<file path="src/rtl/mips_pkg.sv">
// Shared widths, constants and fetch FSM encoding for the MIPS instruction-fetch front end.
package mips_pkg;

  localparam int unsigned ADDR_W = 32;
  localparam int unsigned INST_W = 32;
  localparam logic [ADDR_W-1:0] WORD_INC = 32'd4;

  typedef enum logic [1:0] {
    StIdle,
    StWait,
    StDrop
  } fetch_state_e;

endpackage

</file>
<file path="src/rtl/prefetch_fifo.sv">
// Circular prefetch buffer with flush; the head entry is read combinationally.
module prefetch_fifo #(
  parameter int unsigned DEPTH = 4,
  parameter int unsigned WIDTH = 64
) (
  input  logic                   clk_i,
  input  logic                   rst_ni,
  input  logic                   flush_i,
  input  logic                   push_i,
  input  logic                   pop_i,
  input  logic [WIDTH-1:0]       wdata_i,
  output logic [WIDTH-1:0]       head_o,
  output logic [$clog2(DEPTH):0] count_o
);

  localparam int unsigned PtrW = $clog2(DEPTH);

  logic [PtrW-1:0]  rd_ptr_q, rd_ptr_d;
  logic [PtrW-1:0]  wr_ptr_q, wr_ptr_d;
  logic [PtrW:0]    count_q, count_d;
  logic [WIDTH-1:0] mem_q [DEPTH];

  always_comb begin
    rd_ptr_d = rd_ptr_q;
    wr_ptr_d = wr_ptr_q;
    count_d  = count_q;
    if (flush_i) begin
      rd_ptr_d = wr_ptr_q;
      count_d  = '0;
    end else begin
      if (push_i) wr_ptr_d = wr_ptr_q + 1'b1;
      if (pop_i)  rd_ptr_d = rd_ptr_q + 1'b1;
      if (push_i && !pop_i)      count_d = count_q + 1'b1;
      else if (pop_i && !push_i) count_d = count_q - 1'b1;
    end
  end

  always_ff @(posedge clk_i or negedge rst_ni) begin
    if (!rst_ni) begin
      rd_ptr_q <= '0;
      wr_ptr_q <= '0;
      count_q  <= '0;
    end else begin
      rd_ptr_q <= rd_ptr_d;
      wr_ptr_q <= wr_ptr_d;
      count_q  <= count_d;
    end
  end

  // Storage carries no reset; contents are only observed once count is non-zero.
  always_ff @(posedge clk_i) begin
    if (push_i && !flush_i) mem_q[wr_ptr_q] <= wdata_i;
  end

  assign head_o  = mem_q[rd_ptr_q];
  assign count_o = count_q;

endmodule

</file>
<file path="src/rtl/if_prefetch_queue.sv">
// Fetch PC owner and memory request FSM feeding the IF/ID register through a prefetch FIFO.
module if_prefetch_queue
  import mips_pkg::*;
#(
  parameter int unsigned        DEPTH    = 4,
  parameter logic [ADDR_W-1:0]  RESET_PC = 32'h0000_0000
) (
  input  logic              clk,
  input  logic              rst,
  output logic              imem_req,
  output logic [ADDR_W-1:0] imem_addr,
  input  logic              imem_ack,
  input  logic [INST_W-1:0] imem_rdata,
  input  logic              redirect,
  input  logic [ADDR_W-1:0] redirect_pc,
  input  logic              stall,
  output logic              inst_valid,
  output logic [INST_W-1:0] inst,
  output logic [ADDR_W-1:0] next_inst_adr
);

  localparam int unsigned CntW = $clog2(DEPTH) + 1;
  localparam logic [CntW-1:0] Full = CntW'(DEPTH);

  fetch_state_e               state_q, state_d;
  logic [ADDR_W-1:0]          fetch_pc_q, fetch_pc_d;
  logic [ADDR_W-1:0]          req_addr_q, req_addr_d;
  logic [ADDR_W-1:0]          seq_addr;
  logic [CntW-1:0]            count;
  logic [CntW-1:0]            count_after;
  logic [INST_W+ADDR_W-1:0]   head;
  logic                       push;
  logic                       pop;

  assign seq_addr = req_addr_q + WORD_INC;
  assign pop      = inst_valid & ~stall & ~redirect;

  always_comb begin
    state_d     = state_q;
    fetch_pc_d  = fetch_pc_q;
    req_addr_d  = req_addr_q;
    push        = 1'b0;
    // Occupancy as seen after this cycle's pop (and push, once known).
    count_after = count - CntW'(pop);
    unique case (state_q)
      StIdle: begin
        if (redirect) begin
          fetch_pc_d = redirect_pc;
        end else if (count_after < Full) begin
          req_addr_d = fetch_pc_q;
          state_d    = StWait;
        end
      end
      StWait: begin
        if (redirect) begin
          fetch_pc_d = redirect_pc;
          state_d    = imem_ack ? StIdle : StDrop;
        end else if (imem_ack) begin
          push        = 1'b1;
          fetch_pc_d  = seq_addr;
          count_after = count_after + 1'b1;
          if (count_after < Full) req_addr_d = seq_addr;
          else                    state_d    = StIdle;
        end
      end
      StDrop: begin
        // Stale request stays on the bus until memory answers it.
        if (redirect) fetch_pc_d = redirect_pc;
        if (imem_ack) state_d    = StIdle;
      end
      default: state_d = StIdle;
    endcase
  end

  always_ff @(posedge clk or negedge rst) begin
    if (!rst) begin
      state_q    <= StIdle;
      fetch_pc_q <= RESET_PC;
      req_addr_q <= RESET_PC;
    end else begin
      state_q    <= state_d;
      fetch_pc_q <= fetch_pc_d;
      req_addr_q <= req_addr_d;
    end
  end

  prefetch_fifo #(
    .DEPTH (DEPTH),
    .WIDTH (INST_W + ADDR_W)
  ) u_fifo (
    .clk_i   (clk),
    .rst_ni  (rst),
    .flush_i (redirect),
    .push_i  (push),
    .pop_i   (pop),
    .wdata_i ({imem_rdata, seq_addr}),
    .head_o  (head),
    .count_o (count)
  );

  assign imem_req      = (state_q != StIdle);
  assign imem_addr     = req_addr_q;
  assign inst_valid    = (count != '0);
  assign inst          = head[INST_W+ADDR_W-1:ADDR_W];
  assign next_inst_adr = head[ADDR_W-1:0];

endmodule

</file>
<file path="config.mk">
export PLATFORM = sky130hd
export DESIGN_NAME = if_prefetch_queue
export DESIGN_NICKNAME = d
export VERILOG_FILES = /design/src/rtl/mips_pkg.sv /design/src/rtl/prefetch_fifo.sv /design/src/rtl/if_prefetch_queue.sv
export SDC_FILE = /design/constraint.sdc
export NUM_CORES = 1
export LEC_CHECK = 0
export CORE_ASPECT_RATIO = 2
export CORE_MARGIN = 3
export CORE_UTILIZATION = 50
export CTS_CLUSTER_SIZE = 12
export DETAILED_ROUTE_END_ITERATION = 8
export GPL_TIMING_DRIVEN = 0
export PLACE_DENSITY = 0.73
export SYNTH_ARGS = -nofsm -noshare
export SYNTH_HDL_FRONTEND = slang
export SYNTH_SLANG_ARGS = --single-unit
</file>
<file path="constraint.sdc">
create_clock -name clk -period 7 [get_ports clk]
set_input_delay 1.4 -clock clk [delete_from_list [all_inputs] [get_ports clk]]
set_output_delay 1.4 -clock clk [all_outputs]
set_load 0.1 [all_outputs]
</file>
# Word-level counts from Yosys, hierarchy flattened
# Memory sizes are Yosys's and may differ from the RTL's.
# Index checks and enable logic that the tools add are counted.
# W data, S select, Z words.
# totals
regBits,73
latchBits,0
ram_bits,256
rom_bits,0
in_bits,69
out_inout_bits,98
n_memories,1
# classes
add_sub_neg,7
mul,0
div,0
magnitude_cmp,2
eq_ne,11
n_shift,0
mux,28
bitwise_logic,4
reduce_logical,18
# mem_list
name,words,width,rd,rd_ports_with_merged_regs,wr,line_no,source
u_fifo.mem_q,4,64,1,0,1,prefetch_fifo.sv:21,logic [WIDTH-1:0] mem_q [DEPTH];
# op_table
operator,n
$mux W32,8
$pmux W32 S2,2
$add A32 B3 Y32 const B,1
$mux W2,9
$ne A2 B2 Y1 const B,6
$mux W3,3
$reduce_bool A2 Y1,4
$add A3 B1 Y3 const B,2
$lt A3 B3 Y1 const B,2
$ne A3 B3 Y1 const B,2
$pmux W2 S3,1
$reduce_and A6 Y1,1
$reduce_bool A3 Y1,2
$mux W1,5
$reduce_and A5 Y1,1
$add A2 B1 Y2 const B,2
$logic_and A1 B1 Y1,3
$logic_not A1 Y1,3
$reduce_and A3 Y1,1
$sub A3 B1 Y3,1
$sub A3 B1 Y3 const B,1
$and A1 B1 Y1,2
$eq A2 B1 Y1 const B,1
$eq A2 B2 Y1 const B,1
5 further kinds,6

# Longest topological paths before layout
# Gate-level depths: netlist (run 1).
# depth
depth_word,10
ltp_mapped,13
depth_no_buf,9

# Cells and area by module
# A second synthesis (run 1) with hierarchy kept.
# hier_totals
cells_unflattened,813
hier_area_um2,13540.5
# by_module_without_submodules
mod,instances,cells_each,area_each_um2
prefetch_fifo,1,377,9658.0
if_prefetch_queue,1,436,3882.5

# Least setup slack after synthesis (run 1)
# OpenSTA, ideal clock, no wires.
# synth_path
kind,input -> register
start,in redirect
end,"mem u_fifo.mem_q[0][0], enable pin"
setup_ps,429
arrival_ps,4072
slack_ps,2499
path_stages,6
path_cell_list,clkbuf_1 -> nand2b_1 -> nor3b_1 -> clkbuf_1 -> buf_2 -> and2_1
# synth_between
elab_chain_len,5
elab_cells_between_ends,6
cone_classes,4 x mux; 2 x reduce/logical
# synth_lines
element,line_no,source
start: declaration,if_prefetch_queue.sv:14,"input logic redirect,"
$mux W1,if_prefetch_queue.sv:55,if (redirect) begin
$mux W1,if_prefetch_queue.sv:45,unique case (state_q)
$logic_and A1 B1 Y1 *,prefetch_fifo.sv:52,if (push_i && !flush_i) mem_q[wr_ptr_q] <= wdata_i;
$mux W1 *,prefetch_fifo.sv:52,
$mux W1 (implied by the code) *,prefetch_fifo.sv:52,
end: declaration,prefetch_fifo.sv:21,
# Every way passes the cells marked *; elsewhere a longest branch is shown, timed or not.

# Worst setup path after layout (run 1)
# layout_path
start,reg u_fifo.rd_ptr_q[0]
end,out next_inst_adr[27]
# layout_between
elab_chain_len,1
# layout_lines
element,line_no,source
start: declaration,prefetch_fifo.sv:18,"logic [PtrW-1:0] rd_ptr_q, rd_ptr_d;"
start signal: assignment,prefetch_fifo.sv:44,rd_ptr_q <= rd_ptr_d;
$mem_v2 Z4 W64,--,
end: declaration,if_prefetch_queue.sv:19,output logic [ADDR_W-1:0] next_inst_adr
# Every way passes these cells.

==> impl_metrics.csv, run 1 <==
group,metric,value,unit
grt,antenna_found_initial,0,
route,drc,0,
logic_synthesis,yosysUniqueCellTypes,57,
floorplanning,die_x,123,um
clocking,cts.clk_slew.worst_paths,0.06,ns
layout,final_layout_size_suffix_gt1_share,12.7,%
clocking,clockBufferDepth,3,
placed_design,hpwl,22800,um
logic_synthesis,synth_edf_count,256,
logic_synthesis,netlist_area,13600,um^2
logic_synthesis,synth.avg_cell_area,16.2,um^2
outcome,outcome,"complete, no violations",
grt,grt_remaining_overflow,0,
timing,setup_viol,0,
floorplanning,core-area,26600,um^2
layout,antenna_cells,0,
clocking,h-tree-depth,1,
timing,maxSlewViolCount,0,
placed_design,routabilityCongestion,0.953,
clocking,cts_tree,"yes",
logic_synthesis,seq_area_frac_synth,69.8,%
logic_synthesis,ys_seq_elements,329,
worst_setup_path,arrival,3.59,ns
layout,nets,1120,
clocking,post-cts-setup-buffer-count,0,
layout,final_cell_mix,"256 x edfxtp_1, 164 x clkdlybuf4s50_1, 73 x dfrtp_1, 64 x nand2_1, 64 x mux4_2",
logic_synthesis,yosys_most_used_dff,"edfxtp_1",
timing,rsz0062_at_grt,"no",
placed_design,portBuffers,165,
clocking,clkLatencyLatePin,0.55,ns
floorplanning,pin_count,167,
timing,slew_headroom,29.2,%
grt,first_global_vias,8747,
clocking,cts_sinks,329,
timing,layout_min_cycle_time,4.99,ns
timing,clock_skew,0.0135,ns
route,drt-initial-drc-count,596,
grt,grt_max_degree,65,
layout,area_growth,22.8,%
layout,layout_commonest_cell,"edfxtp_1",
worst_setup_path,critPathCaptureType,"output port",
worst_setup_path,required,5.60,ns
floorplanning,die_y,239,um
logic_synthesis,synthesis.nets,917,
clocking,numCtsBuffers,31,
clocking,ctsRootBufferMaster,"clkbuf_16",
route,dr.pass1.iters,5,
clocking,ctsHoldBuffers,0,
floorplanning,die_area,29400,um^2
floorplanning,row_count,84,
route,via_count,8231,
worst_setup_path,critPathKind,"flop to output port",
logic_synthesis,postSynth.asyncResetShare,22.2,%
timing,final-hold-violation-count,0,
worst_setup_path,critPathMaxFanout,10,
worst_setup_path,worstSetupStartpointType,"flop",
clocking,cts_resized,0,
grt,grtUsageTotal,22.8,%
route,routed_wl,32700,um
grt,grt_pass1_wl,50300,um
flow_run,maxCapViolCount,0,
logic_synthesis,yosysWarningCount,0,
timing,post-route-period-util,71.3,%
route,wl_per_cell,23.2,um
timing,clock.fmax,0.200,GHz
min_path,hold_path_class,"flop to flop",
timing,tns,0,ns
route,viasPerCell,5.83,
route,ant_nets,0,
floorplanning,initial_core_util,51.2,%
logic_synthesis,netlist_instances,840,
timing,tightest_slew,1.06,ns
[cells by family after synthesis]
family,after synthesis,share of synthesized area (%)
XOR/XNOR,32,2.06
adder cells (fa/ha/maj),8,0.790
multiplexers,79,11.7
AO/OA/AOI/OAI,130,6.18
flip-flops,329,69.8
buffers and inverters,60,1.84
AND/OR/NAND/NOR,202,7.61
[worst paths after layout]
check / startpoint / end / slack, ns / cells after the start
hold / removal: fetch_pc_q[1] / imem_addr[1] / 0.47 / 2
min in group asynchronous: rst / imem_addr[24] / 0.68 / 1
hold reg to reg: fetch_pc_q[1] / imem_addr[1] / 0.47 / 2
setup reg to reg: state_q[0] / u_fifo.mem_q[0][11] / 3.92 / 6
setup / recovery: u_fifo.rd_ptr_q[0] / next_inst_adr[27] / 2.01 / 4
max in group asynchronous: rst / imem_addr[4] / 5.74 / 2
[critical path, stage by stage (launching register included)]
cell,delay [ns]
dfrtp_1,0.36
buf_1,0.62
buf_2,0.47
mux4_2,0.59
clkdlybuf4s50_1,1.00
[area by class of cell]
| type | instances | area, um^2 |
|---|---|---|
| Inverter | 10 | 37.5 |
| Tap cell | 344 | 430 |
| Buffer | 50 | 213 |
| Multi-Input combinational cell | 451 | 3870 |
| Sequential cell | 329 | 9510 |
| Fill cell | 1996 | 9870 |
| Timing Repair Buffer | 170 | 1790 |
| Clock inverter | 2 | 10.0 |
| Clock buffer | 55 | 866 |
[state kept, by name (all words and copies together), names as in the netlist]
signal,count
u_fifo.count_o,3
u_fifo.wr_ptr_q,2
fetch_pc_q,32
imem_addr,32
u_fifo.rd_ptr_q,2
u_fifo.mem_q,256
state_q,2
[cell usage after synthesis (3+ instances only)]
cell type  instances  share of area [%]
edfxtp_1         256                 56
dfrtp_1           73                 13
mux4_2            64                 11
nand2_1           64                1.8
nor2_1            36               0.99
o21ai_0           36                1.3
a21oi_1           30                1.1
clkbuf_1          26               0.72
nand3_1           21               0.77
xnor2_1           20                1.3
and3_1            16               0.73
mux2i_1           15                1.1
nor3_1            15               0.55
buf_2             14               0.51
xor2_1            12               0.77
a221o_1           10               0.73
inv_1             10               0.28
nand4_1            9               0.41
o22ai_1            9               0.41
buf_1              8               0.22
a2bb2oi_1          7               0.45
ha_1               7               0.64
and2_1             6               0.28
nor4_1             6               0.28
a31oi_1            5               0.23
and4_1             4               0.26
nor2b_1            4               0.18
o22a_1             4               0.26
a211oi_1           3               0.17
a21boi_0           3               0.17
a31o_2             3               0.19
nand2b_1           3               0.14
o21ai_1            3               0.11
o31ai_1            3               0.17
or2_2              3               0.14
[metrics by stage]
stage	util (%)	area [um^2]	hold slack, ns	worst slack (ns)	cells
detailed placement	59.6	15800	0.456	2.00	1354
global route	62.9	16700	0.508	1.82	1411
finish	62.9	16700	0.473	2.01	1411
global placement	59.1	15700	0.443	0.618	1349
floorplan	-	13600	0.439	2.50	840
CTS	62.9	16700	0.470	1.88	1411
[per-layer routing]
layer | wire length (um) | global-route usage (%)
met1 | 11600 | 26.3
met5 | 0 | 0
met4 | 1670 | 11.3
met3 | 1550 | 2.84
met2 | 17900 | 41.2
Power of run 1 is not shown: default switching activity piles up to over one toggle a cycle in this logic, so the estimate is an artifact.
==> run 2, diff against run 1 <==
PLACE_DENSITY = 0.76   (was 0.73)
clock period = 4.25 ns   (was 7 ns; I/O delays follow)
==> run 2 against run 1 <==
First-iteration DRC count rose by 10%. Worst setup slack got worse by 1.9 ns. Largest cell class unchanged. Final cell count rose by 0.14%. Clock-buffer cell count did not move. Wire length fell by 0.50%. Critical endpoint is now next_inst_adr[19]. Critical path depth did not move. Global-route usage fell by 0.23 points. Register-to-register slack got worse by 2.8 ns.
==> impl_metrics.csv, run 2 (synthesized netlist as in run 1, its figures left out) <==
group,metric,value,unit
floorplanning,initial_core_util,51.2,%
placed_design,portBuffers,165,
route,ant_nets,0,
layout,final_cells,1413,
min_path,hold_path_class,"primary input to asynchronous set/reset pin",
grt,first_global_vias,8521,
layout,layout_commonest_cell,"edfxtp_1",
worst_setup_path,critPathCaptureType,"output port",
placed_design,placedCellCount,1354,
clocking,cts_tree,"yes",
route,drt-initial-drc-count,658,
worst_setup_path,crit_path_cell_trace,"clkbuf_1 -> buf_1 -> mux4_2 -> dlygate4sd2_1",
clocking,cts_resized,55,
route,viasPerCell,5.79,
worst_setup_path,worstSetupStartpointType,"flop",
layout,top_register,"u_fifo.mem_q",
floorplanning,die_area,29400,um^2
route,wl_per_cell,23.0,um
floorplanning,row_count,84,
grt,grt_max_degree,60,
worst_setup_path,critPathMaxFanout,10,
timing,rsz0062_at_grt,"no",
flow_run,maxCapViolCount,0,
clocking,cts_sinks,329,
layout,area_growth,22.5,%
clocking,post-cts-setup-buffer-count,0,
timing,post-route-period-util,97.7,%
worst_setup_path,required,3.40,ns
clocking,cts.clk_slew.worst_paths,0.07,ns
placed_design,routabilityCongestion,0.977,
timing,final-hold-violation-count,0,
timing,clock_skew,0.0236,ns
clocking,numCtsBuffers,31,
layout,final_layout_size_suffix_gt1_share,13.0,%
timing,tightest_slew,1.06,ns
layout,nFillCells,2011,
floorplanning,die_y,239,um
clocking,clockBufferDepth,3,
clocking,clkLatencyLatePin,0.57,ns
clocking,h-tree-depth,1,
grt,antenna_found_initial,1,
grt,grtUsageTotal,22.6,%
route,drc,0,
floorplanning,pin_count,167,
clocking,ctsRootBufferMaster,"clkbuf_16",
route,dr.pass1.iters,5,
layout,largest_register_ffs,256,
worst_setup_path,cpPeakStageDelay,0.86,ns
clocking,ctsHoldBuffers,0,
outcome,outcome,"complete, no violations",
timing,slew_headroom,28.8,%
timing,maxSlewViolCount,0,
grt,grt_remaining_overflow,0,
worst_setup_path,slowest_stage,"dlygate4sd2_1",
layout,nets,1120,
worst_setup_path,critPathKind,"flop to output port",
timing,setup_viol,0,
floorplanning,core-area,26600,um^2
route,via_count,8182,
placed_design,hpwl,22600,um
grt,grt_pass1_wl,49500,um
route,routed_wl,32500,um
worst_setup_path,arrival,3.30,ns
timing,clock.fmax,0.241,GHz
layout,final_cell_mix,"256 x edfxtp_1, 114 x clkdlybuf4s50_1, 73 x dfrtp_1, 64 x nand2_1, 64 x mux4_2",
floorplanning,die_x,123,um
timing,layout_min_cycle_time,4.15,ns
-- run 2: cell types whose count changed in the layout (fill, tap and decap cells not counted), sizes merged --
cell,change
clkdlybuf4s50,-50
dlygate4sd2,+42
diode,+1
clkdlybuf4s15,+7
clkbuf,+3
inv,+1
buf,-2
-- run 2: per-stage QoR --
stage	cell area (um^2)	TNS (ns)	worst slack [ns]	hold WS, ns	utilization (%)
global route	16700	0	0.00134	0.140	62.8
global placement	15700	-415.75	-1.54	0.456	59.1
detailed placement	15800	-1.34	-0.119	0.460	59.6
finish	16700	0	0.0991	0.150	62.8
CTS	16700	0	0.00765	0.134	62.8
floorplan	13600	0	0.299	0.439	-
-- run 2: area by class of cell --
| class | instances | area, um^2 | share of cell area (%) |
|---|---|---|---|
| plain buffers | 50 | 215 | 1.29 |
| well taps | 344 | 430 | 2.58 |
| diodes | 1 | 2.50 | 0.0150 |
| clock inverters | 3 | 16.3 | 0.0975 |
| repair buffers | 170 | 1730 | 10.4 |
| flip-flops and latches | 329 | 9510 | 57.0 |
| multi-input cells | 451 | 3870 | 23.2 |
| inverters | 10 | 37.5 | 0.225 |
| clock buffers | 55 | 876 | 5.25 |
-- run 2: path summary, 6_finish.rpt --
check / startpoint / end / slack (ns) / cells past startpoint
worst max-delay path: u_fifo.rd_ptr_q[1] / next_inst_adr[19] / 0.1 / 4
worst max register to register: u_fifo.count_o[2] / imem_addr[21] / 1.09 / 11
min in group clk: fetch_pc_q[1] / imem_addr[1] / 0.48 / 2
worst min-delay path: rst / u_fifo.count_o[0] / 0.15 / 1
max in group asynchronous: rst / imem_addr[12] / 3.52 / 2
worst min register to register: fetch_pc_q[1] / imem_addr[1] / 0.48 / 2
-- run 2: worst max-delay path, delay by kind of cell (launching register included) --
kind,cells,cell delay (ns)
buffers and inverters,3,2.04
flip-flops,1,0.35
multiplexers,1,0.34
-- run 2: metal layers --
layer,global-route usage [%],up-vias,part of all wire (%)
met4,11.8,0,5.0
met5,0,-,0
li1,-,3705,-
met1,26.4,4106,36
met3,2.81,79,4.7
met2,40.1,292,54
Power of run 2 is left out for the same reason.
